<file path="config.mk">
export PLATFORM = sky130hd
export DESIGN_NAME = tage_update_queue_flat
export DESIGN_NICKNAME = d
export VERILOG_FILES = /design/src/rtl/tage_pkg.sv /design/src/rtl/tage_update_queue_if.sv /design/src/rtl/tage_uq_fifo.sv /design/src/rtl/tage_update_queue.sv /design/src/flat_wrapper.sv
export SDC_FILE = /design/constraint.sdc
export NUM_CORES = 1
export LEC_CHECK = 0
export ABC_AREA = 1
export BUFFER_PORTS_ARGS = -buffer_cell sky130_fd_sc_hd__buf_2
export CORE_MARGIN = 10
export CORE_UTILIZATION = 45
export CTS_CLUSTER_SIZE = 16
export DETAILED_ROUTE_END_ITERATION = 12
export GPL_ROUTABILITY_DRIVEN = 0
export PLACE_DENSITY = 0.7
export SETUP_SLACK_MARGIN = 0.15
export SLEW_MARGIN = 15
export SYNTH_ARGS = -nofsm -noshare
export SYNTH_HDL_FRONTEND = slang
export SYNTH_SLANG_ARGS = --single-unit
export TNS_END_PERCENT = 30
</file>
<file path="constraint.sdc">
create_clock -name clk_i -period 2.7 [get_ports clk_i]
set_input_delay 0.54 -clock clk_i [delete_from_list [all_inputs] [get_ports clk_i]]
set_output_delay 0.54 -clock clk_i [all_outputs]
set_load 0.02 [all_outputs]
</file>
<file path="src/rtl/tage_pkg.sv">
// Shared types for the TAGE update queue: queued prediction entry and default sizes.
package tage_pkg;

  localparam int UQ_DEPTH_DEFAULT = 8;
  localparam int UQ_IDX_W         = 32;

  typedef struct packed {
    logic [UQ_IDX_W-1:0] idx;
    logic                taken;
  } tage_uq_entry_t;

endpackage

</file>
<file path="src/rtl/tage_update_queue_if.sv">
// Prediction enqueue, resolution and predictor-update bundle of the TAGE update queue.
interface tage_update_queue_if #(
  parameter int IDX_W = 32
);

  logic             pred_valid_i;
  logic [IDX_W-1:0] pred_idx_i;
  logic             pred_taken_i;
  logic             pred_ready_o;
  logic             res_valid_i;
  logic             res_taken_i;
  logic             flush_i;
  logic             upd_valid_o;
  logic [IDX_W-1:0] upd_idx_o;
  logic             upd_br_result_o;
  logic             upd_correct_o;

  modport master (
    output pred_valid_i, pred_idx_i, pred_taken_i, res_valid_i, res_taken_i, flush_i,
    input  pred_ready_o, upd_valid_o, upd_idx_o, upd_br_result_o, upd_correct_o
  );

  modport slave (
    input  pred_valid_i, pred_idx_i, pred_taken_i, res_valid_i, res_taken_i, flush_i,
    output pred_ready_o, upd_valid_o, upd_idx_o, upd_br_result_o, upd_correct_o
  );

endinterface

</file>
<file path="src/rtl/tage_uq_fifo.sv">
// Circular entry store with head/tail/count; push ignored when full, pop ignored when empty.
// Head read is combinational; clear wins over push and drops everything after a same-cycle pop.
module tage_uq_fifo
  import tage_pkg::*;
#(
  parameter int DEPTH = UQ_DEPTH_DEFAULT
) (
  input  logic                     clk_i,
  input  logic                     rst_ni,
  input  logic                     push_i,
  input  tage_uq_entry_t           push_dat_i,
  input  logic                     pop_i,
  input  logic                     clear_i,
  output tage_uq_entry_t           head_o,
  output logic [$clog2(DEPTH):0]   count_o,
  output logic                     full_o,
  output logic                     empty_o
);

  localparam int PTR_W = $clog2(DEPTH);

  tage_uq_entry_t   mem [DEPTH];
  logic [PTR_W-1:0] head_q, tail_q;
  logic [PTR_W:0]   count_q;
  logic             push_ok, pop_ok;

  assign full_o  = (count_q == (PTR_W+1)'(DEPTH));
  assign empty_o = (count_q == '0);
  assign push_ok = push_i && !full_o && !clear_i;
  assign pop_ok  = pop_i && !empty_o;
  assign head_o  = mem[head_q];
  assign count_o = count_q;

  always_ff @(posedge clk_i) begin
    if (push_ok) mem[tail_q] <= push_dat_i;
  end

  // Pointers wrap naturally because DEPTH is a power of two.
  always_ff @(posedge clk_i) begin
    if (!rst_ni || clear_i) begin
      head_q  <= '0;
      tail_q  <= '0;
      count_q <= '0;
    end else begin
      if (push_ok) tail_q <= tail_q + 1'b1;
      if (pop_ok)  head_q <= head_q + 1'b1;
      case ({push_ok, pop_ok})
        2'b10:   count_q <= count_q + 1'b1;
        2'b01:   count_q <= count_q - 1'b1;
        default: count_q <= count_q;
      endcase
    end
  end

endmodule

</file>
<file path="src/rtl/tage_update_queue.sv">
// In-order queue of in-flight TAGE predictions; each resolution pops the head and emits a
// registered 1-cycle update beat (no backpressure). Producer stalls on pred_ready_o when full.
module tage_update_queue
  import tage_pkg::*;
#(
  parameter int DEPTH = UQ_DEPTH_DEFAULT,
  parameter int IDX_W = UQ_IDX_W,
  parameter int CNT_W = 16
) (
  input  logic                   clk_i,
  input  logic                   rst_ni,
  tage_update_queue_if.slave     uq,
  output logic [$clog2(DEPTH):0] count_o,
  output logic [CNT_W-1:0]       mispred_cnt_o,
  output logic                   underflow_o
);

  tage_uq_entry_t   head, push_dat;
  logic             fifo_full, fifo_empty;
  logic             deq, hit;
  logic             upd_valid_q, upd_br_q, upd_correct_q;
  logic [IDX_W-1:0] upd_idx_q;
  logic [CNT_W-1:0] mispred_q;
  logic             underflow_q;

  assign push_dat = '{idx: uq.pred_idx_i, taken: uq.pred_taken_i};
  assign deq      = uq.res_valid_i && !fifo_empty;
  assign hit      = (head.taken == uq.res_taken_i);

  tage_uq_fifo #(.DEPTH(DEPTH)) u_fifo (
    .clk_i      (clk_i),
    .rst_ni     (rst_ni),
    .push_i     (uq.pred_valid_i),
    .push_dat_i (push_dat),
    .pop_i      (deq),
    .clear_i    (uq.flush_i),
    .head_o     (head),
    .count_o    (count_o),
    .full_o     (fifo_full),
    .empty_o    (fifo_empty)
  );

  always_ff @(posedge clk_i) begin
    if (!rst_ni) begin
      upd_valid_q   <= 1'b0;
      upd_idx_q     <= '0;
      upd_br_q      <= 1'b0;
      upd_correct_q <= 1'b0;
      mispred_q     <= '0;
      underflow_q   <= 1'b0;
    end else begin
      upd_valid_q <= deq;
      if (deq) begin
        upd_idx_q     <= head.idx;
        upd_br_q      <= uq.res_taken_i;
        upd_correct_q <= hit;
      end else begin
        // Idle beats report "correct" so the predictor never allocates on them.
        upd_correct_q <= 1'b1;
      end
      if (deq && !hit && (mispred_q != '1)) mispred_q <= mispred_q + 1'b1;
      if (uq.res_valid_i && fifo_empty) underflow_q <= 1'b1;
    end
  end

  assign uq.pred_ready_o    = !fifo_full;
  assign uq.upd_valid_o     = upd_valid_q;
  assign uq.upd_idx_o       = upd_idx_q;
  assign uq.upd_br_result_o = upd_br_q;
  assign uq.upd_correct_o   = upd_correct_q;
  assign mispred_cnt_o      = mispred_q;
  assign underflow_o        = underflow_q;

endmodule

</file>
<file path="src/flat_wrapper.sv">
// flat-port wrapper written by rule: the top's interface ports become plain ports
module tage_update_queue_flat import tage_pkg::*;
#(
  parameter int DEPTH = UQ_DEPTH_DEFAULT,
  parameter int IDX_W = UQ_IDX_W,
  parameter int CNT_W = 16
)
  (clk_i, rst_ni, count_o, mispred_cnt_o, underflow_o, uq_pred_valid_i, uq_pred_idx_i, uq_pred_taken_i, uq_res_valid_i, uq_res_taken_i, uq_flush_i, uq_pred_ready_o, uq_upd_valid_o, uq_upd_idx_o, uq_upd_br_result_o, uq_upd_correct_o);
  tage_update_queue_if #(.IDX_W(IDX_W)) uq_i ();
  input  logic clk_i;
  input  logic rst_ni;
  output logic [$clog2(DEPTH):0] count_o;
  output logic [CNT_W-1:0] mispred_cnt_o;
  output logic underflow_o;
  input wire logic [$bits(uq_i.pred_valid_i)-1:0] uq_pred_valid_i;
  input wire logic [$bits(uq_i.pred_idx_i)-1:0] uq_pred_idx_i;
  input wire logic [$bits(uq_i.pred_taken_i)-1:0] uq_pred_taken_i;
  input wire logic [$bits(uq_i.res_valid_i)-1:0] uq_res_valid_i;
  input wire logic [$bits(uq_i.res_taken_i)-1:0] uq_res_taken_i;
  input wire logic [$bits(uq_i.flush_i)-1:0] uq_flush_i;
  output wire logic [$bits(uq_i.pred_ready_o)-1:0] uq_pred_ready_o;
  output wire logic [$bits(uq_i.upd_valid_o)-1:0] uq_upd_valid_o;
  output wire logic [$bits(uq_i.upd_idx_o)-1:0] uq_upd_idx_o;
  output wire logic [$bits(uq_i.upd_br_result_o)-1:0] uq_upd_br_result_o;
  output wire logic [$bits(uq_i.upd_correct_o)-1:0] uq_upd_correct_o;
  assign uq_i.pred_valid_i = uq_pred_valid_i;
  assign uq_i.pred_idx_i = uq_pred_idx_i;
  assign uq_i.pred_taken_i = uq_pred_taken_i;
  assign uq_i.res_valid_i = uq_res_valid_i;
  assign uq_i.res_taken_i = uq_res_taken_i;
  assign uq_i.flush_i = uq_flush_i;
  assign uq_pred_ready_o = uq_i.pred_ready_o;
  assign uq_upd_valid_o = uq_i.upd_valid_o;
  assign uq_upd_idx_o = uq_i.upd_idx_o;
  assign uq_upd_br_result_o = uq_i.upd_br_result_o;
  assign uq_upd_correct_o = uq_i.upd_correct_o;
  tage_update_queue #(.DEPTH(DEPTH), .IDX_W(IDX_W), .CNT_W(CNT_W)) u_core (.clk_i(clk_i), .rst_ni(rst_ni), .uq(uq_i), .count_o(count_o), .mispred_cnt_o(mispred_cnt_o), .underflow_o(underflow_o));
endmodule
</file>
==> results_dict.tcl <==
set metrics [dict create \
    root_buffer "clkbuf_16" \
    ys_ff_latch 329 \
    htree_levels 2 \
    syn_inst 1073 \
    syn_avg_cell_area_um2 11.9 \
    ys_top_cells_by_area "edfxtp_1 62%, dfxtp_1 10%, nor2_1 5.0%" \
    gr-total-overflow 0 \
    worst-path-stages 10 \
    fin_nets 1215 \
    rsz0062_at_grt "no" \
    post_drt_wl_per_cell_um 18.9 \
    cp-start-kind "flip-flop" \
    critPathMaxFanout 7 \
    crit_required_ns 3.10 \
    ff2ff_setup_slack_ns 0.36 \
    antenna_left 0 \
    area_growth_syn_to_layout_pct 16.1 \
    hold_path.startpoint "uq_pred_idx_i[22]" \
    via_per_inst 5.44 \
    clkSinkCount 329 \
    antenna_found_initial 3 \
    fill_cells 2356 \
    ctsHoldBuffers 0 \
    yosys.area_share.simple 0.109 \
    finalCriticalPeriod_ns 2.34 \
    ir_drop_mv 0.367 \
    yosys.area.top_type "edfxtp_1" \
    final.setup.tns_ns 0 \
    final_layout_size_suffix_gt1_frac 0.168 \
    die_w_um 189 \
    cp-end-kind "flip-flop" \
    die_y_um 189 \
    critical_path.max_stage_delay_ns 0.43 \
    power_density_nw_per_um2 715 \
    synth_edf_count 264 \
    muxShareOfSynthArea 0 \
    drcViolationCount 0 \
    r2r-end "u_core.u_fifo.count_o[2]" \
    grt_max_degree 75 \
    cpMaxStageDelayCell "dfxtp_1" \
    synth_cell_types 31 \
    setup_viol 0 \
    synth_adder_area_share 0.00587 \
    clk_pin_slew_ns 0.06 \
    cts_setup_buffers 0 \
    finalCritPeriodShare 0.868 \
    layout_setup_ws_ns 0.355 \
    num_vias 8566 \
    reg2reg_from "u_core.u_fifo.count_o[0]" \
    grt_util_met3 0.0379 \
    path_delay_family "adder cells" \
    p_total_w 0.0106 \
    synth_top_family_by_area "compound AO/OA/AOI/OAI gates" \
    io_pins 96 \
    synth-xor-area-share 0.00274 \
    initialDrtViolationCount 811 \
    hold_path_class "input pin to flip-flop" \
    rows 61 \
    power.leakage_nw 5.41 \
    cp_num_buf_inv 1 \
    crit_end "u_core.u_fifo.count_o[2]" \
    dp_slack_ns 0.359 \
    core-area_um2 27900 \
    max_cap_viol_count 0 \
    cts_inserted_buffers 34 \
    use_met2 0.268 \
    tightest_slew_ns 0.679 \
    grt_use_total 0.161 \
    yosysMostFrequentCell "edfxtp_1" \
    start_util 0.458 \
    cts_tree "yes" \
    hold_viol_final 0 \
    insertion_delay_ns 0.52 \
    grt.met1_usage 0.208 \
    slew_headroom 0.547 \
    synth.yosys.seq_area_share 0.722 \
    numPortBuffers 95 \
    syn_area_um2 12800 \
    syn_nets 1118 \
    synth_common_cells "264 x edfxtp_1, 169 x nor2_1, 119 x nand2_1" \
    status "completed" \
    top_usage_layer "met2" \
    synth_compound_area_frac 0.125 \
    worstPathCellList "nor2_1 > nand3_1 > nand3_1 > ha_1 > xor2_1 > ha_1 > a21oi_1 > xor2_1 > o21ai_1 > inv_1" \
    cts_resized 0 \
    drt_pass1_iterations 5 \
    async_flop_share 0 \
    grt_pass1_wl_um 46600 \
    cts.path.max_buffers 3 \
    yosys_warnings 0 \
    fin_cells 1575 \
    dp_hpwl_um 17600 \
    grt_pass1_vias 8393 \
    die-area_um2 35500 \
    synth_top_area_share 0.620 \
    ys.flop_type "edfxtp_1" \
    place_inst 1512 \
    max_freq_ghz 0.426 \
    rr_worst_depth 10 \
    drt-total-wl_um 29700 \
    cp_data_arrival_time_ns 2.75 \
    path_class "flip-flop to flip-flop" \
    drv_slew 0 \
    finClkSkew_ns 0.0168 \
    worstSetupStartpoint "u_core.u_fifo.count_o[0]" \
]
[layout by cell type, fill, tap and decap left out, drive strengths merged]
| cell type | netlist | layout |
|---|---|---|
| diode | 0 | 1 |
| nand2 | 120 | 120 |
| o22ai | 64 | 64 |
| dfxtp | 65 | 65 |
| edfxtp | 264 | 264 |
| ha | 6 | 6 |
| clkinv | 1 | 14 |
| nor2 | 170 | 170 |
| and2 | 1 | 1 |
| inv | 42 | 44 |
| xor2 | 3 | 3 |
| or2 | 1 | 1 |
| a21oi | 27 | 27 |
| bufinv | 0 | 2 |
| nor3 | 2 | 2 |
| nand4 | 8 | 8 |
| xnor2 | 1 | 1 |
| nand3b | 1 | 1 |
| nand3 | 31 | 31 |
| a31oi | 32 | 32 |
| buf | 26 | 125 |
| clkinvlp | 0 | 1 |
| clkbuf | 38 | 44 |
| o21ai | 170 | 170 |
[through the flow]
| stage | hold WS, ns | instance area (um^2) | utilization |
|---|---|---|---|
| after floorplan | 0.433 | 12800 | - |
| after global placement | 0.435 | 13800 | 0.493 |
| after detailed placement | 0.451 | 13800 | 0.493 |
| after CTS | 0.282 | 14800 | 0.531 |
| after global routing | 0.281 | 14800 | 0.531 |
| final | 0.293 | 14800 | 0.531 |
[kinds of logic (layout without fill, tap and decap cells)]
group / Yosys count / count (layout)
AOI/OAI and AO/OA: 293 / 293
xor gates and xnor gates: 4 / 4
adders and majority gates: 6 / 6
buffers and inverters: 107 / 230
DFF: 329 / 329
other: 0 / 1
and+or+nand+nor: 334 / 334
[how the worst min path moves through the flow]
stage	to	depth (start not counted)
global route	u_core.u_fifo.mem[0][24]	1
finish	u_core.u_fifo.mem[2][23]	1
floorplan	flip-flop	2
CTS	u_core.u_fifo.mem[2][23]	1
detailed placement	u_core.underflow_o	2
global placement	flip-flop	2
[final cells by class]
type                       instances  area (um^2)  area share
antenna                            1         2.50    0.000169
timing repair buffer             125          738      0.0497
sequential                       329         9240       0.622
inverter                          43          164      0.0110
clock buffer                      44          908      0.0612
clock inverter                    18          155      0.0105
tap                              378          473      0.0319
multi-input combinational        637         3170       0.213
[power by group]
group / internal, W / switching [W] / total, W
clock: 0.00259 / 0.00186 / 0.00444
combinational: 0.000173 / 0.000405 / 0.000578
sequential: 0.00556 / 0.0000428 / 0.00560
total: 0.00831 / 0.00230 / 0.0106
[worst reg2reg max path, cell delays in order (launching register included)]
cell,delay [ns]
dfxtp_1,0.43
nor2_1,0.12
nand3_1,0.12
nand3_1,0.31
ha_1,0.40
xor2_1,0.26
ha_1,0.20
a21oi_1,0.05
xor2_1,0.18
o21ai_1,0.13
inv_1,0.04
[layer usage]
layer  up-vias  part of all wire
met5         -            0.0010
met4         4             0.017
met3        50             0.077
met2       325              0.48
met1      4105              0.43
li1       4082                 -
[state kept, by name, indices dropped and copies added (netlist names), named ones only]
register	count
u_core.mispred_cnt_o	16
u_core.u_fifo.count_o	4
u_core.u_fifo.head_q	3
u_core.u_fifo.mem	264
u_core.u_fifo.tail_q	3
u_core.underflow_o	1
u_core.uq.upd_br_result_o	1
u_core.uq.upd_correct_o	1
u_core.uq.upd_idx_o	32
u_core.uq.upd_valid_o	1
(Power assumes the default switching activity.)
